--- src/rtl/wide_compare_pkg.sv ---
// Shared types and constants for the nibble-serial wide comparator.
// Optional build macro used by wide_compare_seq: WIDE_COMPARE_EARLY_EXIT_EN.
package wide_compare_pkg;

  localparam int NIB_W = 4;

  typedef enum logic [1:0] {
    IDLE = 2'd0,
    RUN  = 2'd1,
    DONE = 2'd2
  } state_t;

  // Result vector ordering is {lg, eq, ls}; exactly one bit set for a valid result.
  localparam logic [2:0] RES_NONE = 3'b000;
  localparam logic [2:0] RES_LG   = 3'b100;
  localparam logic [2:0] RES_EQ   = 3'b010;
  localparam logic [2:0] RES_LS   = 3'b001;

  function automatic int idx_width(input int nibbles);
    return (nibbles > 1) ? $clog2(nibbles) : 1;
  endfunction

endpackage

--- src/rtl/wide_compare_seq_nibble_cmp4.sv ---
// Combinational 4-bit compare slice; on the top nibble of a signed compare
// a set sign bit marks the smaller operand.
module nibble_cmp4
  import wide_compare_pkg::*;
(
  input  logic [NIB_W-1:0] na,
  input  logic [NIB_W-1:0] nb,
  input  logic             top_signed,
  output logic             gt,
  output logic             ne
);

  // NOTE: every output of a combinational block gets a value on every path,
  // otherwise synthesis infers a latch.
  always_comb begin
    ne = (na != nb);
    if (top_signed && (na[NIB_W-1] != nb[NIB_W-1])) begin
      gt = nb[NIB_W-1];
    end else begin
      gt = (na > nb);
    end
  end

endmodule

--- src/rtl/wide_compare_seq.sv ---
// Nibble-serial wide comparator, MSB nibble first, valid/ready on both sides.
// Build macro WIDE_COMPARE_EARLY_EXIT_EN: stop at the first differing nibble.
module wide_compare_seq
  import wide_compare_pkg::*;
#(
  parameter int NIBBLES = 4
) (
  input  logic                   clk,
  input  logic                   rst,
  input  logic                   req_valid,
  output logic                   req_ready,
  input  logic [4*NIBBLES-1:0]   a,
  input  logic [4*NIBBLES-1:0]   b,
  input  logic                   sig,
  output logic                   res_valid,
  input  logic                   res_ready,
  output logic                   lg,
  output logic                   eq,
  output logic                   ls,
  output logic                   busy
);

  localparam int W  = NIB_W * NIBBLES;
  localparam int IW = idx_width(NIBBLES);
  localparam logic [IW-1:0] IDX_TOP = IW'(NIBBLES - 1);

  state_t           state;
  logic [IW-1:0]    idx;
  logic [W-1:0]     a_q;
  logic [W-1:0]     b_q;
  logic             sig_q;
  logic [2:0]       res_q;

  logic [NIB_W-1:0] na;
  logic [NIB_W-1:0] nb;
  logic             at_top;
  logic             gt;
  logic             ne;
  logic [2:0]       nib_res;

  assign na      = a_q[NIB_W*idx +: NIB_W];
  assign nb      = b_q[NIB_W*idx +: NIB_W];
  assign at_top  = (idx == IDX_TOP);
  assign nib_res = gt ? RES_LG : RES_LS;

  nibble_cmp4 u_cmp (
    .na         (na),
    .nb         (nb),
    .top_signed (at_top & sig_q),
    .gt         (gt),
    .ne         (ne)
  );

  // NOTE: operand registers are pure datapath, loaded on accept and only read
  // in RUN, so they carry no reset.
  always_ff @(posedge clk) begin
    if (state == IDLE && req_valid) begin
      a_q   <= a;
      b_q   <= b;
      sig_q <= sig;
    end
  end

`ifdef WIDE_COMPARE_EARLY_EXIT_EN

  // NOTE: sequential state uses non-blocking assignments so every register
  // samples pre-edge values regardless of statement order.
  always_ff @(posedge clk) begin
    if (rst) begin
      state <= IDLE;
      idx   <= '0;
      res_q <= RES_NONE;
    end else begin
      unique case (state)
        IDLE: begin
          if (req_valid) begin
            idx   <= IDX_TOP;
            state <= RUN;
          end
        end
        RUN: begin
          if (ne) begin
            res_q <= nib_res;
            state <= DONE;
          end else if (idx == '0) begin
            res_q <= RES_EQ;
            state <= DONE;
          end else begin
            idx <= idx - 1'b1;
          end
        end
        DONE: begin
          if (res_ready) state <= IDLE;
        end
        default: state <= IDLE;
      endcase
    end
  end

`else

  // First-difference verdict is held here and only published on leaving RUN,
  // so lg/eq/ls keep the previous result while lower nibbles are stepped.
  logic       decided;
  logic [2:0] pend_q;

  always_ff @(posedge clk) begin
    if (rst) begin
      state   <= IDLE;
      idx     <= '0;
      res_q   <= RES_NONE;
      decided <= 1'b0;
      pend_q  <= RES_NONE;
    end else begin
      unique case (state)
        IDLE: begin
          if (req_valid) begin
            idx     <= IDX_TOP;
            decided <= 1'b0;
            state   <= RUN;
          end
        end
        RUN: begin
          if (idx == '0) begin
            if (decided)  res_q <= pend_q;
            else if (ne)  res_q <= nib_res;
            else          res_q <= RES_EQ;
            state <= DONE;
          end else begin
            if (!decided && ne) begin
              decided <= 1'b1;
              pend_q  <= nib_res;
            end
            idx <= idx - 1'b1;
          end
        end
        DONE: begin
          if (res_ready) state <= IDLE;
        end
        default: state <= IDLE;
      endcase
    end
  end

`endif

  assign req_ready    = (state == IDLE);
  assign res_valid    = (state == DONE);
  assign busy         = (state != IDLE);
  assign {lg, eq, ls} = res_q;

endmodule

--- config.mk ---
export PLATFORM = sky130hd
export DESIGN_NAME = wide_compare_seq
export DESIGN_NICKNAME = d
export VERILOG_FILES = /design/src/rtl/wide_compare_pkg.sv /design/src/rtl/wide_compare_seq_nibble_cmp4.sv /design/src/rtl/wide_compare_seq.sv
export SDC_FILE = /design/constraint.sdc
export NUM_CORES = 1
export LEC_CHECK = 0
export ABC_AREA = 1
export CAP_MARGIN = 40
export CORE_ASPECT_RATIO = 0.8
export CORE_MARGIN = 1.5
export CORE_UTILIZATION = 41
export DETAILED_ROUTE_END_ITERATION = 8
export PLACE_DENSITY_LB_ADDON = 0.12
export SYNTH_ARGS = -nofsm -noshare
export SYNTH_HDL_FRONTEND = slang
export SYNTH_SLANG_ARGS = --single-unit
--- constraint.sdc ---
create_clock -name clk -period 2.31 [get_ports clk]
set_clock_uncertainty 0.2 [all_clocks]
set_input_delay 0.3465 -clock clk [delete_from_list [all_inputs] [get_ports clk]]
set_output_delay 0.3465 -clock clk [all_outputs]
set_load 0.01 [all_outputs]
After elaboration in Yosys (flattened, before gate mapping)
Index checks and enable logic that the tools add are counted.

Add/subtract/negate cells: 1. Magnitude comparators: 1. Equality and inequality tests: 10. Shift-type cells: 2. Muxes and demuxes: 15. Bitwise gates (word level): 2. Reductions and logical operators: 13.

Operators with widths (count): indexed part select 16 x 5 -> 4 bit (2); 2-to-1 mux 2 bit (5); 2-to-1 mux 3 bit (3); AND reduction 3 bit (3); inequality test 2 bit, second input constant (4); one-hot mux 2 bit (3 select lines) (1); == test 2 bit, second input constant (2); > comparator 4 bit (1); zero test 2 bit (2); 2-to-1 mux 1 bit (4); inequality test 4 bit (1); one-hot mux 2 bit (2 select lines) (1); AND reduction 4 bit (1); nonzero test 2 bit (2); logical AND 1 bit (3); == test 2 x 1 -> 1 bit, second input constant (1); inequality test 2 x 1 -> 1 bit, second input constant (1); one-hot mux 1 bit (2 select lines) (1); AND reduction 2 bit (1); subtractor 2 x 1 -> 2 bit, second input constant (1); AND 1 bit (1); zero test 1 bit (1); inequality test 1 bit (1); inverter 1 bit (1).

Register bits after elaboration: 44. Input bits: 37. Output and inout bits: 6. Logic and storage cells: 52.

Logic depth before layout (Yosys ltp)
Gate-level depths: netlist (run 1).

Depth after elaboration: 7. Depth in mapped cells: 15. Gate-level depth less buffers: 13.

Cells and area by module
A second synthesis (run 1) with hierarchy kept.

Cells, all modules: 176. Area, all modules: 1885.6 um^2.

Modules (own cells, without submodules): wide_compare_seq (instances 1, cells an instance 150, area an instance 1749.2 um^2, sequential area each 1191.1 um^2); nibble_cmp4 (instances 1, cells an instance 26, area an instance 136.4 um^2, sequential area each 0.0 um^2).

Least setup slack after synthesis (run 1)
Ideal clock, no wire load.

Path kind: register to register. Start: reg idx[0]. End: reg pend_q[0]. Library setup time: 116 ps. Arrival time: 1704 ps. Required time: 1994 ps. Slack: 289 ps. Stages on the path, launching flop included: 14. Path buffers: 2. Period minus slack after synthesis: 2021 ps. Cells stage by stage: dfxtp_1 > buf_6 > inv_8 > buf_2 > o21ai_0 > o22ai_1 > ha_1 > nand2_1 > nor2_2 > nor2_1 > nand2_2 > inv_2 > o21ai_1 > a21oi_1.

Longest elaborated chain between the ends: 5. Elaborated cells between the ends (all ways): 14. Those cells by class: order compare (1); eq/ne (3); shift (2); mux (2); bitwise (2); reduce/logical (4).

Ends and longest elaborated chain: start: declaration (RTL line wide_compare_seq.sv:28) `logic [IW-1:0] idx;`; start signal: assignment (RTL line wide_compare_seq.sv:134) `idx <= idx - 1'b1;`; branches (longest 5 deep; another with > comparator 4 bit); end signal: assignment (RTL line wide_compare_seq.sv:132) `pend_q <= nib_res;`; end: declaration (RTL line wide_compare_seq.sv:105) `logic [2:0] pend_q;`.

Several ways; the timed one is not identified. A chain may end at the register's enable or synchronous reset.

Worst setup path in the final report (run 1)
Start: reg idx[0]. End: reg pend_q[2].

The elaborated chain is that of the path after synthesis.

==> flow_summary.ini, run 1 <==
[hold_path]
hold_class = flop to flop

[floorplanning]
num_rows = 21
initial_core_util = 0.431
die_x_um = 77.3
core_area_sq_um = 4200
io_pins = 43
die_h_um = 62.4
die-area_sq_um = 4830

[global_routing]
antenna_found_initial = 0
grt_overflow = 0
grt_pass1_vias = 1252
met3_usage = 0.0467
grt_start_max_net_pins = 20
grt_pass1_wl_um = 5730
grt.busiest_layer = met2
use_met1 = 0.199
track_usage = 0.154
grt_util_met2 = 0.253

[placed_design]
port_buffers = 42
dp.cells = 259
place_congestion = 0.833
dp_hpwl_um = 2490

[cts]
cts_tree = built
cts-root-buf = clkbuf_8
clkLatencyLatePin_ns = 0.29
path_clk_slew_ns = 0.08
cts_sinks = 43
clockBufferDepth = 2
htreeDepth = 2
hold_buffers = 0
numCtsBuffers = 5

[power_and_ir_drop]
leakagePower_nw = 0.949
seqPwrFrac = 0.490
p_int_w = 0.00142
switching_power_w = 0.000508
p_total_w = 0.00192
ir_worst_vdd_uv = 345
pwr-share-comb = 0.211
swShare = 0.264
p_clk_frac = 0.299
powerDensity_nw_per_um2 = 795

[drt]
dr.pass1.iters = 4
vias = 1249
wire_per_inst_um = 12.9
final_antenna_net_count = 0
vias_per_cell = 4.68
drtIter0Drc = 63
wl_um = 3440
drc = 0

[sta]
post-route-min-period_ns = 2.09
rsz0062_at_grt = false
worstMarginPinSlew_ns = 0.222
finalSetupViolCount = 0
tns_ns = 0
fin_crit_sh = 0.903
fmax_ghz = 0.479
slew_headroom = 0.852
finalHoldViolCount = 0
drv_slew = 0

[critical_path]
crit_required_ns = 2.33
cp-start-kind = flop
arrival_ns = 2.11
path_max_fanout = 9
crit_type = flop to flop
end_kind = flop

[logic_synthesis]
synth-seq-cells = 43
ys_types = 21
netlist_instances = 160
synth_top_area_share = 0.547
yosys-top-cells-area = edfxtp_1, dfxtp_1, nand2_1
ys.warnings.count = 0
synth_top_cell_by_area = edfxtp_1
ys_seq_area_frac = 0.658
syn_area_per_cell_sq_um = 11.3
syn_nets = 203
synth_area_sq_um = 1810

[flow_run]
maxCapViolations = 0

[outcome]
status = complete, no violations

[finish]
final_cells = 267
area_growth_pct = 33.7
layout-drive-gt1-share = 0.138
fin_nets = 252
n_antenna_cell = 0
[worst paths after layout]
check / startpoint / slack [ns] / end / cells after the start
worst min-delay path: pend_q[2]$_SDFFE_PP0P_ / 0.31 / pend_q[2]$_SDFFE_PP0P_ / 2
worst max register to register: idx[0]$_SDFFE_PP0P_ / 0.22 / pend_q[2]$_SDFFE_PP0P_ / 11
worst min register to register: pend_q[2]$_SDFFE_PP0P_ / 0.31 / pend_q[2]$_SDFFE_PP0P_ / 2
worst max-delay path: idx[0]$_SDFFE_PP0P_ / 0.22 / pend_q[2]$_SDFFE_PP0P_ / 11
[synth_stat cells]
cell	count
clkinv_2	1
inv_1	13
a21oi_2	2
o22ai_1	4
a21oi_1	13
dfxtp_1	10
inv_8	1
inv_2	2
ha_1	6
nor2_1	15
nand3_1	1
nand2_1	29
nor2_2	2
buf_2	3
o21ai_1	2
buf_6	1
edfxtp_1	33
nand2_2	4
a32o_1	3
o21ai_0	12
nand3_2	3
[logic make-up after synthesis]
family	count (synthesis)	synth area share
buffers and inverters	21	0.0546
DFF	43	0.658
adders and majority gates	6	0.0415
AOI/OAI and AO/OA	36	0.115
and+or+nand+nor	54	0.131
[power groups by stage]
stage | combinational (W) | sequential, W | clock, W
after floorplan | 0.000262 | 0.000950 | 0
after global placement | 0.000400 | 0.000958 | 0
after detailed placement | 0.000407 | 0.000958 | 0
after CTS | 0.000409 | 0.000942 | 0.000589
after global routing | 0.000458 | 0.000949 | 0.000626
final | 0.000406 | 0.000942 | 0.000576
[repair_timing]
action                     in CTS  in global routing
gates resized for setup         0                  2
setup endpoints to repair       0                  5
setup buffers                   0                  0
[critical path, cell delays in order, from the launching register on]
cell	delay [ns]
dfxtp_2	0.40
buf_4	0.18
nand2_1	0.06
a32o_1	0.24
ha_1	0.27
nand2_1	0.11
nor2_2	0.06
nor2_1	0.15
nand2_2	0.10
inv_2	0.07
nand2_1	0.07
a21oi_2	0.11
[cell type report]
class                      count  area [sq um]
timing repair buffer          46           450
clock inverter                 3          43.8
tap                           57          71.3
inverter                      17          72.6
clock buffer                   5          68.8
sequential                    43          1190
fill                         369          1780
multi-input combinational     96           520
[layout by cell type (no fill, tap or decap), drive strengths merged]
cell           synthesis  final
buf                    4      4
clkbuf                 0      5
nand3                  4      4
ha                     6      6
o21ai                 14     14
a32o                   3      3
nand2                 33     33
inv                   16     16
bufinv                 0      1
edfxtp                33     33
clkdlybuf4s50          0     42
dfxtp                 10     10
clkinv                 1      3
o22ai                  4      4
nor2                  17     17
a21oi                 15     15
[per-stage QoR]
stage / hold WS (ns) / util / cell area [sq um] / worst slack (ns)
after floorplan: 0.209 / - / 1810 / 0.289
after global placement: 0.272 / 0.549 / 2310 / 0.187
after detailed placement: 0.282 / 0.549 / 2310 / 0.102
after CTS: 0.297 / 0.575 / 2420 / 0.0786
after global routing: 0.315 / 0.576 / 2420 / 0.0529
final: 0.310 / 0.576 / 2420 / 0.223
[flip-flops by register name, indices dropped and copies added (netlist names)]
name / count
sig_q: 1
state: 2
res_q: 3
pend_q: 2
idx: 2
a_q: 16
b_q: 16
decided: 1
[metal layers]
layer / wire length, um / vias to the layer above / part of all wire
li1: - / 648 / -
met1: 1640 / 571 / 0.48
met2: 1590 / 28 / 0.46
met3: 188 / 2 / 0.055
met4: 27 / 0 / 0.0078
met5: 0 / - / 0
Power figures use the tool's default switching activity.
==> run 2, diff against run 1 <==
Settings changed: REMOVE_ABC_BUFFERS set to 1, TNS_END_PERCENT set to 20.
==> run 2 against run 1 <==
Sequential power decreased by 0.4%. Final cell count down 0.37%. Register-to-register slack got worse by 0.02 ns. Worst setup slack got worse by 0.017 ns. Power is 6.1% lower. Critical path type unchanged. Highest routed layer unchanged.
==> flow_summary.ini, run 2 (same netlist as run 1, synthesis figures left out) <==
[global_routing]
grt_start_max_net_pins = 34
use_met1 = 0.199
grt_pass1_wl_um = 5550
grt_pass1_vias = 1225
met3_usage = 0.0555
grt_util_met2 = 0.230
grt.busiest_layer = met2
grt_overflow = 0
antenna_found_initial = 0
track_usage = 0.152

[cts]
hold_buffers = 0
cts_sinks = 43
clockBufferDepth = 2
clkLatencyLatePin_ns = 0.29
post_cts_resized = 0
htreeDepth = 2
numCtsBuffers = 5
cts-root-buf = clkbuf_8
path_clk_slew_ns = 0.08
post_cts_buffers = 0
cts_tree = built

[power_and_ir_drop]
ir_worst_vdd_uv = 434
leakagePower_nw = 0.936
powerDensity_nw_per_um2 = 751

[finish]
layout-drive-gt1-share = 0.115
fin_nets = 251
area_growth_pct = 32.8
final_common_cell = clkdlybuf4s50_1
top_regs = a_q: 16 flops, b_q: 16 flops, res_q: 3 flops
n_antenna_cell = 0
final_cell_mix = clkdlybuf4s50_1, edfxtp_1, nand2_1

[sta]
finalHoldViolCount = 0
fin_crit_sh = 0.911
worstMarginPinSlew_ns = 0.216
slew_headroom = 0.854
tns_ns = 0
rsz0062_at_grt = false
hold_slack_ns = 0.297
fmax_ghz = 0.475
post-route-min-period_ns = 2.10
drv_slew = 0
finalSetupViolCount = 0

[critical_path]
worst_path_max_delay_cell = dfxtp_1
reg2reg_from = idx[0]$_SDFFE_PP0P_
critPathLaunch = idx[0]$_SDFFE_PP0P_
worstPathCellList = buf_12, inv_8, o21ai_0, o22ai_1, ha_1, nand2_1, nor2_2, nor2_1, nand2_2, inv_2, o21ai_1, a21oi_1
crit_type = flop to flop
cp-start-kind = flop
end_kind = flop
crit_required_ns = 2.34
path_max_fanout = 19
slowest_delay_ns = 0.36
arrival_ns = 2.13

[hold_path]
min-delay-start = pend_q[2]$_SDFFE_PP0P_
hold_class = flop to flop

[drt]
dr.pass1.iters = 4
drc = 0
wire_per_inst_um = 12.8
vias_per_cell = 4.78
final_antenna_net_count = 0
drtIter0Drc = 78
wl_um = 3420
vias = 1271

[placed_design]
dp_hpwl_um = 2410
place_congestion = 0.811
port_buffers = 42

[floorplanning]
io_pins = 43
num_rows = 21
die_x_um = 77.3
die-area_sq_um = 4830
initial_core_util = 0.431
core_area_sq_um = 4200
die_h_um = 62.4

[outcome]
status = complete, no violations

[flow_run]
maxCapViolations = 0
[run 2: changes by cell type in the layout (fill, tap and decap cells not counted), sizes merged]
cell	delta
clkbuf	+2
buf	-1
bufinv	-1
clkinv	-1
[run 2: path summary, 6_finish.rpt]
kind,end,slack (ns),cells past startpoint
worst max register to register,pend_q[0]$_SDFFE_PP0P_,0.21,12
worst min register to register,pend_q[2]$_SDFFE_PP0P_,0.30,2
worst min-delay path,pend_q[2]$_SDFFE_PP0P_,0.30,2
worst max-delay path,pend_q[0]$_SDFFE_PP0P_,0.21,12
[run 2: final cells by class]
cell class | instances | area (sq um)
Inverter | 17 | 72.6
Sequential cell | 43 | 1190
Fill cell | 356 | 1800
Timing Repair Buffer | 45 | 468
Tap cell | 57 | 71.3
Clock buffer | 7 | 76.3
Multi-Input combinational cell | 96 | 520
Clock inverter | 1 | 5.00
[run 2: per-layer routing]
layer	share of wire	vias up
met2	0.44	39
li1	-	652
met4	0.016	0
met3	0.057	8
met1	0.49	572
met5	0	-
[run 2: critical path, delay by kind of cell, from the launching register on]
kind | cells | cell delay [ns]
compound gates | 4 | 0.42
fa+ha+maj | 1 | 0.33
buf+inv | 3 | 0.30
flops | 1 | 0.36
simple gates | 4 | 0.42
[run 2: through the flow]
step,util,power [W],setup WS [ns],cells,area [sq um]
global route,0.572,0.00192,0.0489,266,2400
finish,0.572,0.00181,0.206,266,2400
CTS,0.572,0.00182,0.220,266,2400
global placement,0.553,0.00136,0.330,258,2320
floorplan,-,0.00120,0.187,156,1780
detailed placement,0.553,0.00138,0.238,258,2320
[run 2: where the power goes]
group / internal (W) / switching (W)
Clock: 0.000212 / 0.000237
Sequential: 0.000909 / 0.0000289
Combinational: 0.000193 / 0.000227
